### src/rtl/slew_rate_limiter_mc.sv
// Multi-channel slew-rate limiter: each channel's output ramps toward its target
// by at most rise_step / fall_step per update tick, saturating at the target.
module slew_rate_limiter_mc #(
  parameter int WIDTH    = 8,
  parameter int STEP_W   = 4,
  parameter int CHANNELS = 4,
  parameter int PRESCALE = 1,
  parameter int CH_W     = (CHANNELS > 1) ? $clog2(CHANNELS) : 1
) (
  input  logic                      clk,
  input  logic                      reset,
  input  logic                      enable,
  input  logic                      in_valid,
  input  logic [CH_W-1:0]           in_ch,
  input  logic [WIDTH-1:0]          in_data,
  input  logic [STEP_W-1:0]         rise_step,
  input  logic [STEP_W-1:0]         fall_step,
  input  logic                      bypass,
  output logic [CHANNELS*WIDTH-1:0] data_out,
  output logic [CHANNELS-1:0]       settled,
  output logic                      tick
);

  localparam int CNT_W = (PRESCALE > 1) ? $clog2(PRESCALE) : 1;

  logic [CNT_W-1:0]          cnt_r;
  logic                      fire_s;
  logic                      wr_s;
  logic                      tick_r;
  logic [WIDTH-1:0]          target_r [CHANNELS];
  logic [WIDTH-1:0]          next_s   [CHANNELS];
  logic [CHANNELS*WIDTH-1:0] data_out_r;
  logic [CHANNELS-1:0]       settled_s;

  assign fire_s = enable && (cnt_r == CNT_W'(PRESCALE - 1));
  // Out-of-range channel indices are dropped rather than aliased onto a real channel.
  assign wr_s   = in_valid && ({{(32-CH_W){1'b0}}, in_ch} < 32'(CHANNELS));

  // Prescale counter: advances only while enabled, wraps at the firing cycle.
  always_ff @(posedge clk) begin
    if (reset) begin
      cnt_r <= '0;
    end else if (fire_s) begin
      cnt_r <= '0;
    end else if (enable) begin
      cnt_r <= cnt_r + CNT_W'(1);
    end
  end

  // Per-channel step computation; differences taken in WIDTH+1 bits to avoid wrap.
  always_comb begin
    for (int i = 0; i < CHANNELS; i++) begin
      logic [WIDTH-1:0] o;
      logic [WIDTH-1:0] t;
      logic [WIDTH:0]   diff;
      o    = data_out_r[i*WIDTH +: WIDTH];
      t    = target_r[i];
      diff = '0;
      next_s[i] = o;
      if (bypass) begin
        next_s[i] = t;
      end else if (o < t) begin
        diff = {1'b0, t} - {1'b0, o};
        next_s[i] = (diff <= (WIDTH+1)'(rise_step)) ? t : o + WIDTH'(rise_step);
      end else if (o > t) begin
        diff = {1'b0, o} - {1'b0, t};
        next_s[i] = (diff <= (WIDTH+1)'(fall_step)) ? t : o - WIDTH'(fall_step);
      end else begin
        next_s[i] = o;
      end
    end
  end

  // Target registers; the update above always sees the pre-write target.
  always_ff @(posedge clk) begin
    for (int i = 0; i < CHANNELS; i++) begin
      if (reset) begin
        target_r[i] <= '0;
      end else if (wr_s && (in_ch == CH_W'(i))) begin
        target_r[i] <= in_data;
      end
    end
  end

  // Output registers and tick pulse.
  always_ff @(posedge clk) begin
    if (reset) begin
      data_out_r <= '0;
      tick_r     <= 1'b0;
    end else begin
      tick_r <= fire_s;
      if (fire_s) begin
        for (int i = 0; i < CHANNELS; i++) begin
          data_out_r[i*WIDTH +: WIDTH] <= next_s[i];
        end
      end
    end
  end

  // Settled flags compare registered outputs against registered targets.
  always_comb begin
    for (int i = 0; i < CHANNELS; i++) begin
      settled_s[i] = (data_out_r[i*WIDTH +: WIDTH] == target_r[i]);
    end
  end

  assign data_out = data_out_r;
  assign settled  = settled_s;
  assign tick     = tick_r;

endmodule

### config.mk
export PLATFORM = sky130hd
export DESIGN_NAME = slew_rate_limiter_mc
export DESIGN_NICKNAME = d
export VERILOG_FILES = /design/src/rtl/slew_rate_limiter_mc.sv
export SDC_FILE = /design/constraint.sdc
export NUM_CORES = 1
export LEC_CHECK = 0
export ABC_AREA = 1
export CAP_MARGIN = 20
export CORE_MARGIN = 3
export CORE_UTILIZATION = 55
export CTS_CLUSTER_DIAMETER = 40
export DETAILED_ROUTE_END_ITERATION = 12
export PLACE_DENSITY = 0.75
export SETUP_SLACK_MARGIN = 0.02
export SLEW_MARGIN = 15
export SYNTH_ARGS = -nofsm -noshare
export SYNTH_HDL_FRONTEND = slang
export SYNTH_SLANG_ARGS = --single-unit
### constraint.sdc
create_clock -name clk -period 3.75 [get_ports clk]
set_clock_uncertainty 0.1 [all_clocks]
set_input_delay 0.5625 -clock clk [delete_from_list [all_inputs] [get_ports clk]]
set_output_delay 0.5625 -clock clk [all_outputs]
set_load 0.1 [all_outputs]
==> qor.txt <==
Max clock buf depth: 2
Seq/Total Area, Yosys: 17.3%
vias: 9572
Layout Cells excl Fill: 1694
initial antenna violation count: 0
most common cell in the netlist: nand2_1
Worst EP required: 3920 ps
Async SR Flop Fraction: 0%
Pleak: 5.49 nW
kind of critical path: reg -> reg
Port Buffers: 59
max_slew headroom: 34.3%
Synth area leader: ha_1
Synth Net Count: 1578
NumNets Final: 1640
RSZ-0062 raised after global routing: false
global-route wire length before repair: 44300 um
total track usage: 29.4%
clock transition at the registers of the reported paths: 60 ps
setup_tns: 0 ps
CP arrival: 3620 ps
total gr overflow: 0
Post-Synthesis Cells: 1407
fin worst setup slack: 300 ps
status: finished clean
Post-CTS Setup Repair Bufs: 0
Tcrit/Tclk final: 92.0%
row count: 47
Die H: 137 um
DRC: 0
DP HPWL: 21500 um
Max FO, Critical Path: 9
drt first pass iters: 6
CTS tree: yes
fin util: 63.7%
die extent in x: 137 um
DRT iter0 DRCs: 794
Clock Latency Late Sink: 340 ps
Core ar.: 16700 um2
Synth cell types: 41
clock root buffer: clkbuf_16
antenna viol nets, final: 0
ratio of cells with drive above 1 in the final layout: 9.02%
final setup fails: 0
Slew Viols, Final: 0
Post-synth EDFFs: 32
n_diodes: 0
Num Clock Sinks: 66
worst vdd ir: 271 uV
drt wl/cell: 16.2 um
Hold Vio Cnt, Final: 0
H-tree levels: 3
PwrDens: 385 nW/um2
Area contributors post-synth: ha_1, nand2_1, edfxtp_1
clock period minus worst slack: 3450 ps
Worst Tran Pin Value: 983 ps
# Max-Cap Violations: 0
post-synth top area share: 17.4%
PostCTS Resize Cnt: 0
pre-CTS setup slack: 249 ps
HP Class: reg -> reg
Area Growth Syn to Fin: 12.3%
vias in the first global route: 8851
startpoint types: flop
synthesized flop and latch total: 66
Cell Area, Synth: 9480 um2
synth warn: 0
die area: 18800 um2
IO Pins: 60
Placer Congestion: 0.961
Peak Freq: 0.290 GHz
largest net degree at the start of global routing: 33
dominant synthesized flop cell: dfxtp_1
Post-Syn Area per Cell: 6.74 um2
CP endpoint kind: flop
CTS buffer count: 9
hold_buf cts: 0
Starting Density: 56.8%
final hold slack: 339 ps
Via density: 5.65
Post-Route WL: 27500 um
placed insts: 1678
top cells by count, synth: nand2_1, inv_1, nand3_1
[cells by family (layout without fill, tap and decap cells)]
group | after synthesis | after routing | synth area share, %
simple gates | 657 | 657 | 31.2
buf+inv | 255 | 322 | 10.9
compound gates | 223 | 223 | 14.3
fa+ha+maj | 148 | 148 | 20.8
flops | 66 | 66 | 17.3
xor+xnor | 58 | 58 | 5.36
[path summary, 6_finish.rpt]
check | slack [ps] | depth (start not counted) | end | startpoint
worst max-delay path | 300 | 21 | data_out[20] | data_out[18]
worst min-delay path | 340 | 2 | cnt_r | cnt_r
worst max register to register | 300 | 21 | data_out[20] | data_out[18]
worst min register to register | 340 | 2 | cnt_r | cnt_r
[power by group]
group          switching (W)  internal, W  leakage (nW)
registers          0.0000995     0.000819         0.598
logic                0.00152     0.000776          4.73
clock network       0.000357     0.000534         0.157
total                0.00197      0.00213          5.49
[flip-flops by register name, indices dropped and copies added, names as in the netlist]
signal and cells:
data_out 32, tick 1, target_r 32, cnt_r 1
[layer usage]
layer | up-vias | share of wire (%) | GRT usage (%)
met5 | - | 0 | 0
met4 | 0 | 2.7 | 9.37
met3 | 57 | 7.4 | 3.47
met2 | 395 | 46 | 48.4
met1 | 4391 | 44 | 40.4
li1 | 4729 | - | -
[critical path, stage by stage (launching register included)]
cell	delay, ps
dfxtp_1	480
inv_1	80
ha_1	420
nand2_1	140
inv_2	90
nand2_1	50
nand2_1	90
xor2_1	230
ha_1	280
nand2_1	60
inv_1	50
o21ai_0	80
nand2_1	80
nand2_1	110
nand3_1	90
nor2_1	210
nand2_2	190
inv_2	170
nand2_1	70
nand3_1	70
nand3_1	80
a21oi_1	150
[per-stage QoR]
step	total power, W	instance area [um2]
6_report	0.00410	10600
3_5_place_dp	0.00319	10300
3_3_place_gp	0.00315	10300
5_1_grt	0.00441	10600
2_1_floorplan	0.00269	9520
4_1_cts	0.00408	10600
[area by class of cell]
class / instances / area (um2)
flip-flops and latches: 66 / 1650
fillers: 1532 / 6060
clock inverters: 5 / 40.0
multi-input cells: 1086 / 6840
repair buffers: 75 / 701
clock buffers: 11 / 275
well taps: 220 / 275
inverters: 231 / 867
[layout by cell type, fill, tap and decap left out, types with 12 or more instances in the layout]
master / n
inv_2: 12
o211ai_1: 17
xor2_1: 46
fa_1: 16
clkdlybuf4s50_1: 55
nand4_1: 22
ha_1: 132
edfxtp_1: 32
nand2_2: 25
xnor2_1: 12
buf_4: 20
nand2_1: 336
inv_1: 216
a21oi_1: 117
o21ai_0: 49
nand3_1: 167
o211ai_2: 13
dfxtp_1: 29
nor2_1: 73
No activity file was read; power rests on OpenSTA's default activity.
